### config.mk
export PLATFORM = sky130hd
export DESIGN_NAME = fetch_queue
export DESIGN_NICKNAME = d
export VERILOG_FILES = /design/src/rtl/fetch_queue.sv
export SDC_FILE = /design/constraint.sdc
export NUM_CORES = 1
export LEC_CHECK = 0
export CORE_MARGIN = 5
export CORE_UTILIZATION = 50
export CTS_CLUSTER_DIAMETER = 100
export CTS_CLUSTER_SIZE = 28
export DETAILED_ROUTE_END_ITERATION = 10
export GPL_ROUTABILITY_DRIVEN = 1
export PLACE_DENSITY = 0.73
export SLEW_MARGIN = 20
export SYNTH_ARGS = -nofsm -noshare
export SYNTH_HDL_FRONTEND = slang
export SYNTH_SLANG_ARGS = --single-unit
### constraint.sdc
create_clock -name clk -period 4.71 [get_ports clk]
set_input_delay 0.7065 -clock clk [delete_from_list [all_inputs] [get_ports clk]]
set_output_delay 0.7065 -clock clk [all_outputs]
set_load 0.01 [all_outputs]
### src/rtl/fetch_queue.sv
// Instruction fetch FSM feeding a DEPTH-entry FIFO; one request in flight, one word per cycle on a zero-wait bus.
// Entries appear on out_* the cycle after the response; fetch stalls while the queue is full.
module fetch_queue #(
  parameter int unsigned DEPTH    = 4,
  parameter logic [63:0] RESET_PC = 64'h8000_0000
) (
  input  logic                         clk,
  input  logic                         reset,
  output logic                         ireq_valid,
  output logic [63:0]                  ireq_addr,
  input  logic                         iresp_data_ok,
  input  logic [31:0]                  iresp_data,
  input  logic                         redirect,
  input  logic [63:0]                  redirect_pc,
  output logic                         out_valid,
  output logic [63:0]                  out_pc,
  output logic [31:0]                  out_instr,
  output logic                         out_misaligned,
  input  logic                         out_ready,
  output logic [$clog2(DEPTH+1)-1:0]   count
);

  localparam int unsigned PW = $clog2(DEPTH);
  localparam int unsigned CW = $clog2(DEPTH + 1);

  typedef enum logic [1:0] {IDLE, REQ, DROP, FAULT} state_e;

  typedef struct packed {
    logic [63:0] pc;
    logic [31:0] instr;
    logic        misaligned;
  } entry_t;

  state_e          state_q, state_d;
  logic [63:0]     fpc_q, fpc_d;
  logic [63:0]     drop_addr_q, drop_addr_d;
  logic            fault_done_q, fault_done_d;
  logic [PW-1:0]   head_q, tail_q;
  logic [CW-1:0]   count_q, cnt_next;
  entry_t          mem_q [DEPTH];
  entry_t          head, push_dat;
  logic            push, pop;
  logic [63:0]     fpc_inc;

  assign head           = mem_q[head_q];
  assign count          = count_q;
  assign out_valid      = (count_q != '0);
  assign out_pc         = head.pc;
  assign out_instr      = head.instr;
  assign out_misaligned = out_valid & head.misaligned;

  assign pop      = out_valid & out_ready & ~redirect;
  assign cnt_next = count_q + CW'(push) - CW'(pop);
  assign fpc_inc  = fpc_q + 64'd4;

  always_comb begin
    state_d      = state_q;
    fpc_d        = fpc_q;
    drop_addr_d  = drop_addr_q;
    fault_done_d = fault_done_q;
    push         = 1'b0;
    push_dat     = '{pc: fpc_q, instr: iresp_data, misaligned: 1'b0};
    ireq_valid   = 1'b0;
    ireq_addr    = fpc_q;
    case (state_q)
      IDLE: begin
        if (redirect) begin
          fpc_d = redirect_pc;
        end else if (count_q < CW'(DEPTH)) begin
          state_d      = (fpc_q[1:0] == 2'b00) ? REQ : FAULT;
          fault_done_d = 1'b0;
        end
      end
      REQ: begin
        ireq_valid = 1'b1;
        if (redirect) begin
          fpc_d       = redirect_pc;
          drop_addr_d = fpc_q;
          state_d     = iresp_data_ok ? IDLE : DROP;
        end else if (iresp_data_ok) begin
          push  = 1'b1;
          fpc_d = fpc_inc;
          if (!(cnt_next < CW'(DEPTH) && fpc_inc[1:0] == 2'b00)) state_d = IDLE;
        end
      end
      DROP: begin
        // Bus still owes us the abandoned response; keep its address stable.
        ireq_valid = 1'b1;
        ireq_addr  = drop_addr_q;
        if (redirect)      fpc_d   = redirect_pc;
        if (iresp_data_ok) state_d = IDLE;
      end
      FAULT: begin
        if (redirect) begin
          fpc_d   = redirect_pc;
          state_d = IDLE;
        end else if (!fault_done_q) begin
          push         = 1'b1;
          push_dat     = '{pc: fpc_q, instr: 32'h0, misaligned: 1'b1};
          fault_done_d = 1'b1;
        end
      end
      default: state_d = IDLE;
    endcase
  end

  always_ff @(posedge clk) begin
    if (reset) begin
      state_q      <= IDLE;
      fpc_q        <= RESET_PC;
      drop_addr_q  <= '0;
      fault_done_q <= 1'b0;
      head_q       <= '0;
      tail_q       <= '0;
      count_q      <= '0;
    end else begin
      state_q      <= state_d;
      fpc_q        <= fpc_d;
      drop_addr_q  <= drop_addr_d;
      fault_done_q <= fault_done_d;
      if (redirect) begin
        head_q  <= '0;
        tail_q  <= '0;
        count_q <= '0;
      end else begin
        if (push) tail_q <= tail_q + PW'(1);
        if (pop)  head_q <= head_q + PW'(1);
        count_q <= cnt_next;
      end
    end
  end

  always_ff @(posedge clk) begin
    if (!reset && push) mem_q[tail_q] <= push_dat;
  end

endmodule

---- Word-level counts from Yosys, hierarchy flattened ----
Memory sizes are Yosys's and may differ from the RTL's. A register that Yosys moved wholly into a read port is not among the register bits.
Index checks and enable logic that the tools add are counted.
storage, ports and cells
  register bits after elaboration ......... 138
  bits of input ports ..................... 101
  word-level logic and storage cells ...... 77
  memories kept ........................... 1
  bits in read-only memories .............. 0
  bits in writable memories ............... 388
  latch bits .............................. 0
cells by class
  $mul .................................... 0
  divide/modulo/power cells ............... 0
  $lt $le $gt $ge ......................... 2
  muxes and demuxes ....................... 32
  equality and inequality tests ........... 11
  shift-type cells ........................ 0
  reduce and logical (&&, ||, !) cells .... 15
  $add $sub $neg .......................... 5
  bitwise logic cells ..................... 4
memories
  name   depth  width  rd ports  clocked after Yosys merged registers in  write ports  RTL line  text
  mem_q  4      97     1         1                                        1            40        entry_t mem_q [DEPTH];
operators with widths
  kind                                           count
  two-way mux 64 bit                             4
  case mux 64 bit (2 select lines)               1
  two-way mux 33 bit                             3
  adder 64 x 3 -> 64 bit, second input constant  1
  two-way mux 2 bit                              11
  two-way mux 1 bit                              10
  != test 2 bit, second input constant           5
  case mux 2 bit (4 select lines)                1
  logical NOT 2 bit                              3
  < comparator 3 bit, second input constant      2
  != test 3 bit, second input constant           2
  AND reduction 6 bit                            1
  adder 2 x 1 -> 2 bit, second input constant    2
  == test 2 bit, second input constant           2
  case mux 1 bit (2 select lines)                2
  AND reduction 2 bit                            2
  AND reduction 4 bit                            1
  OR reduction 2 bit                             2
  adder 3 x 1 -> 3 bit                           1
  AND 1 bit                                      3
  nonzero test 3 bit                             1
  OR reduction 3 bit                             1
  subtractor 3 x 1 -> 3 bit                      1
  == test 2 x 1 -> 1 bit, second input constant  1
  other kinds (5)                                6

---- Longest topological paths before layout ----
Gate-level depths: netlist of run 1.
  depth in word-level cells ............... 11
  gate-level depth with buffers ........... 17

---- Worst setup path before layout of run 1 ----
No wires, ideal clock.
  kind .................................... input port to flip-flop
  start point ............................. in iresp_data_ok
  end point ............................... mem mem_q[0][0] in the netlist's numbering, enable pin
  data required time ...................... 4243 ps
  stages .................................. 8
  setup slack ............................. 496 ps
  data arrival time ....................... 3747 ps
  setup time .............................. 467 ps
  path through ............................ buf_2 > nand2_1 > nand2_1 > nand2_1 > a21oi_1 > inv_1 > nor2_1 > and2_1
between the ends
  word-level cells in the longest chain between the ends .. 6
RTL lines
  item                                     RTL line  text
  start: declaration                       11        input logic iresp_data_ok,
  two-way mux 1 bit                        80        end else if (iresp_data_ok) begin
  two-way mux 1 bit                        76        if (redirect) begin
  case mux 1 bit (2 select lines)          65        case (state_q)
  logical AND 1 bit                        134       if (!reset && push) mem_q[tail_q] <= push_dat;
  two-way mux 1 bit                        134
  two-way mux 1 bit (not written as such)  134
  end: declaration                         40
No other way between the ends.

---- Worst setup path in the final report of run 1 ----
  start point ............................. reg state_q[0]
  end point ............................... out ireq_addr[61]
between the ends
  word-level cells in the longest chain between the ends .. 2
RTL lines
  item                      RTL line  text
  start: declaration        34        state_e state_q, state_d;
  start signal: assignment  117       state_q <= state_d;
  == test 2 bit             65
  two-way mux 64 bit        65
  end: declaration          10        output logic [63:0] ireq_addr,
No other way between the ends.

==> results of run 1 <==
## path summary, 6_finish.rpt
| kind | cells after the start | end | slack, ns | start |
|---|---|---|---|---|
| worst max register to register | 15 | state_q[1]$_SDFFE_PP0P_ | 1.23 | state_q[1]$_SDFFE_PP0P_ |
| worst max-delay path | 4 | ireq_addr[61] | 0.91 | state_q[0]$_SDFFE_PP0P_ |
| worst min-delay path | 4 | tail_q[1]$_SDFFE_PP0P_ | 0.46 | redirect |
| worst min register to register | 2 | drop_addr_q[10]$_SDFFE_PP0P_ | 0.46 | drop_addr_q[10]$_SDFFE_PP0P_ |
## registers in the layout (all words and copies together), names as in the netlist, named ones only
| register | flops |
|---|---|
| head_q | 2 |
| mem_q | 388 |
| count | 3 |
| tail_q | 2 |
| fpc_q | 64 |
| fault_done_q | 1 |
| drop_addr_q | 64 |
| state_q | 2 |
## where the power goes
part	internal, µW	switching (µW)	leakage [µW]
logic	576	655	0.00301
clock network	965	1360	0.000315
registers	5120	140	0.00468
total	6660	2150	0.00800
## metrics by stage
| step | hold slack, ns | util | instances |
|---|---|---|---|
| floorplan | 0.433 | - | 1458 |
| finish | 0.458 | 0.593 | 2247 |
| global placement | 0.439 | 0.577 | 2205 |
| CTS | 0.436 | 0.593 | 2245 |
| detailed placement | 0.443 | 0.577 | 2205 |
| global route | 0.458 | 0.593 | 2245 |
## routing by layer
layer / global-route usage / up-vias / wire [µm]
met5: 0 / - / 27
li1: - / 5880 / -
met3: 0.0398 / 62 / 3900
met4: 0.0428 / 4 / 1040
met1: 0.302 / 6533 / 21400
met2: 0.346 / 457 / 24900
## final cells by class
type	count	area (µm²)
sequential	528	14500
timing repair buffer	287	2890
fill	3306	17400
antenna	2	5.00
inverter	20	75.1
tap	546	683
multi-input combinational	824	6600
clock buffer	40	661
## synthesized netlist by cell type, types with 3 or more instances
library cell | n | area share
a211oi_1 | 23 | 0.0080
ha_1 | 13 | 0.0076
and3_1 | 7 | 0.0020
mux2_2 | 57 | 0.030
o21ai_0 | 16 | 0.0037
nand3_1 | 31 | 0.0072
nor3_1 | 18 | 0.0042
xnor2_1 | 40 | 0.016
nor4_1 | 7 | 0.0020
or3_1 | 7 | 0.0020
mux4_2 | 97 | 0.10
and4_1 | 5 | 0.0020
nand2b_1 | 3 | 0.00087
dfxtp_1 | 140 | 0.13
clkbuf_1 | 56 | 0.0098
a311oi_1 | 5 | 0.0020
buf_2 | 9 | 0.0021
nor2b_1 | 35 | 0.010
mux2i_1 | 12 | 0.0056
nand2_1 | 194 | 0.034
nand4_1 | 23 | 0.0067
buf_1 | 18 | 0.0031
inv_1 | 20 | 0.0035
edfxtp_1 | 388 | 0.54
a21oi_1 | 93 | 0.022
and2_1 | 10 | 0.0029
nor2_1 | 76 | 0.013
xor2_1 | 19 | 0.0077
and3_2 | 3 | 0.0010
o21bai_1 | 3 | 0.0010
## kinds of logic (layout without fill, tap and decap cells)
logic type,count (synthesis),count (layout)
xor gates and xnor gates,59,59
and+or+nand+nor,438,438
muxes,166,166
adders and majority gates,14,14
DFF,528,528
other,0,2
AOI/OAI and AO/OA,147,147
buffers and inverters,106,347
## critical path: stages, from the launching register on
cell             delay (ns)
dfxtp_1                0.38
inv_1                  0.16
ha_4                   0.86
mux2_2                 0.43
clkdlybuf4s50_1        0.56
==> impl_metrics.ini, run 1 <==
[final_layout]
final_area_mm2 = 0.0254
fin_nets = 1798
area_delta_synth_final_pct = 18.2
final_cell_mix = edfxtp_1, clkdlybuf4s50_1, nand2_1
layout_commonest_cell = edfxtp_1
drive_above_1_share = 0.137

[sta]
fin_skew_ns = 0.0282
max_clock_freq_mhz = 263
rsz0062_at_grt = false
finalHoldViolations = 0
drv_slew = 0
setup_tns_ns = 0
maxSlewHeadroom = 0.245
worst_slack_ns = 0.914
worst_pin_slew_ns = 1.13
finalSetupViolations = 0
fin_crit_sh = 0.806
finalCriticalPeriod_ns = 3.80

[synth]
synth_xor_xnor_area_share = 0.0241
synth_area_per_cell_um2 = 14.7
synth_compound_area_frac = 0.0393
synth_area_mm2 = 0.0215
synthAdderAreaFrac = 0.00851
synth_edf_count = 388
synth_ff_type = edfxtp_1
ys_seq_area_frac = 0.673
ys_warn_count = 0
synth_top_family_by_area = multiplexers
synthSimpleGateAreaFrac = 0.0968
syn_inst = 1458
ys_types = 55
async_flop_share = 0
synth_nets = 1573
synth.area.mux_share = 0.137
yosys_register_bits = 528

[clocking]
cts_resized = 0
cts_tree = done
cts_buffer_depth = 3
cts_htree_levels = 1
clock-sinks = 528
cts_setup_buffers = 0
clk-insertion-delay-late_ns = 0.57
cts-hold-fix-buffers = 0
root_buffer = clkbuf_16
clkSlewWorstSetupHoldPaths_ns = 0.11
cts_buffers = 22

[detailed_routing]
drt_iter0_drc = 1265
viasPerCell = 5.76
drc = 0
dr.pass1.iters = 5
drtAntennaViolNets = 0
vias = 12900
routedWlPerCell_um = 22.8
totalWireLength_mm = 51.3

[floorplanning]
core_region_area_mm2 = 0.0428
dieArea_mm2 = 0.0472
start_util = 0.502
fp.dieH_um = 217
ios = 267
die-width_um = 217
rows = 76

[worst_setup_path]
cp_data_required_time_ns = 4.00
critPathLaunchType = register
endpoint_kind = primary output
worst-path-max-fanout = 72
cp_data_arrival_time_ns = 3.09
crit_type = reg2out

[global_routing]
grt_max_degree = 106
grt-ovfl-total = 0
grt_pass1_wl_mm = 78.0
grt_pass1_vias = 12700
antenna_found_initial = 3
grt_usage = 0.212

[place]
gp_congestion = 0.850
pre_cts_slack_ns = 0.611
io_buffers = 266
dpl_cell_area_mm2 = 0.0247
hpwl_mm = 33.8

[flow_run]
cap_violations = 0

[power_and_ir_drop]
irDropWorstVdd_uv = 211
leakagePower_uw = 0.00800
p_per_area_mw_per_mm2 = 347
power_uw = 8820

[status]
outcome = completed

[min_path]
hold_path.class = in2reg
(Power assumes the default switching activity.)
==> run 2, diff against run 1 <==
- clock period: 4.71 -> 3.9 ns (I/O delays scaled with it)
==> run 2 against run 1 <==
  * Count of clock-buffer cells in the layout down 2
  * Largest cell class unchanged
  * Highest routed layer unchanged
  * Sequential share of layout area down 0.56 points
  * Final cell count up 1.1%
  * Critical path depth up 1
  * Wire length up 1.4%
  * Critical path type unchanged
  * Combinational power up 27%
  * Flip-flop and latch count unchanged
  * Non-clock buffer count up 26
  * Sequential power up 20%
  * Total power up 21%
  * Register-to-register slack worse by 0.59 ns
==> impl_metrics.ini, run 2 (same netlist as run 1, synthesis figures left out) <==
[sta]
setup_tns_ns = 0
fin_crit_sh = 0.920
fin_skew_ns = 0.0263
maxSlewHeadroom = 0.282
drv_slew = 0
rsz0062_at_grt = false
finalCriticalPeriod_ns = 3.59
worst_pin_slew_ns = 1.08
finalHoldViolations = 0
finalSetupViolations = 0
max_clock_freq_mhz = 279

[global_routing]
grt_pass1_vias = 13200
grt-ovfl-total = 0
grt_usage = 0.216
grt_pass1_wl_mm = 79.2
antenna_found_initial = 4
grt_max_degree = 88

[final_layout]
drive_above_1_share = 0.150
largest_register_ffs = 388
top_regs = mem_q: 388 flops, drop_addr_q: 64 flops, fpc_q: 64 flops
fin_util = 0.599
regMostFlops = mem_q
fin_nets = 1824
final_cell_mix = edfxtp_1, clkdlybuf4s50_1, nand2_1
area_delta_synth_final_pct = 19.3
layout_commonest_cell = edfxtp_1

[floorplanning]
fp.dieH_um = 217
dieArea_mm2 = 0.0472
core_region_area_mm2 = 0.0428
start_util = 0.502
rows = 76
die-width_um = 217
ios = 267

[worst_setup_path]
cp_data_arrival_time_ns = 3.00
critPathLaunchType = register
endpoint_kind = primary output
crit_chain = inv_1 -> ha_4 -> buf_4 -> mux2_2 -> clkdlybuf4s50_1
cp_data_required_time_ns = 3.31
reg2reg_to = state_q[0]$_SDFFE_PP0P_
crit_type = reg2out
regToRegSetupSlack_ns = 0.64
critPathMaxStageDelay_ns = 0.71
r2r-start = state_q[1]$_SDFFE_PP0P_
crit_slowest_cell = ha_4
reg2reg_depth = 17
worst-path-max-fanout = 52

[detailed_routing]
totalWireLength_mm = 52.0
routedWlPerCell_um = 22.9
drtAntennaViolNets = 0
drc = 0
vias = 13100
dr.pass1.iters = 5
viasPerCell = 5.76
drt_iter0_drc = 1145

[clocking]
cts_setup_buffers = 0
clock-sinks = 528
root_buffer = clkbuf_16
clk-insertion-delay-late_ns = 0.57
cts_buffer_depth = 3
clkSlewWorstSetupHoldPaths_ns = 0.11
cts_buffers = 22
cts-hold-fix-buffers = 0
cts_tree = done
cts_htree_levels = 1
cts_resized = 0

[flow_run]
cap_violations = 0

[min_path]
min_to = drop_addr_q[11]$_SDFFE_PP0P_
hp-start = drop_addr_q[11]$_SDFFE_PP0P_
hold_path.class = reg2reg
hold_depth = 2

[power_and_ir_drop]
irDropWorstVdd_uv = 281
leakagePower_uw = 0.00815
p_per_area_mw_per_mm2 = 416

[status]
outcome = completed

[place]
hpwl_mm = 34.5
gp_congestion = 0.830
io_buffers = 266
[run 2: changes by cell type in the layout (fill, tap and decap cells not counted)]
cell,previous run,this run
buf_4,15,37
buf_12,6,11
clkbuf_1,16,13
clkbuf_8,0,2
buf_6,1,0
clkbuf_16,24,23
nor2_2,2,1
nor2_4,0,1
[run 2: cell type report]
| class | instances | area (µm²) |
|---|---|---|
| fillers | 3259 | 17200 |
| flip-flops and latches | 528 | 14500 |
| multi-input cells | 824 | 6600 |
| repair buffers | 313 | 3150 |
| well taps | 546 | 683 |
| clock buffers | 38 | 652 |
| inverters | 20 | 75.1 |
| diodes | 2 | 5.00 |
[run 2: how the worst max path moves through the flow]
stage	cells after the start	slack (ns)	end	startpoint
finish	5	0.31	ireq_addr[36]	state_q[0]$_SDFFE_PP0P_
floorplan	14	0.59	state_q[0]$_SDFFE_PP0P_	redirect
detailed placement	16	0.32	state_q[1]$_SDFFE_PP0P_	iresp_data_ok
CTS	5	0.25	ireq_addr[36]	state_q[0]$_SDFFE_PP0P_
global route	5	0.19	ireq_addr[36]	state_q[0]$_SDFFE_PP0P_
global placement	16	0.33	state_q[0]$_SDFFE_PP0P_	iresp_data_ok
[run 2: worst max-delay path, delay by kind of cell (launching register included)]
family | cells | cell delay (ns)
buffers and inverters | 3 | 0.98
multiplexers | 1 | 0.37
flip-flops | 1 | 0.37
adder cells (fa/ha/maj) | 1 | 0.71
[run 2: per-layer routing]
layer  track usage  wire [µm]
met1         0.304      22000
met2         0.354      24900
met3        0.0385       3670
met4        0.0560       1440
met5             0         27
[run 2: per-stage QoR]
stage	power (µW)	setup slack, ns	area [µm²]	std cells	hold WS, ns
floorplan	7230	0.592	21500	1458	0.433
global placement	7980	0.331	25000	2231	0.438
detailed placement	8010	0.316	25000	2231	0.445
CTS	10800	0.250	25600	2269	0.461
global route	11100	0.186	25600	2271	0.476
finish	10700	0.311	25600	2271	0.458
[run 2: power breakdown]
group | leakage [µW] | internal [µW] | total [µW] | switching [µW]
Clock | 0.000313 | 1150 | 2790 | 1630
Combinational | 0.00316 | 725 | 1560 | 836
Sequential | 0.00468 | 6180 | 6320 | 139
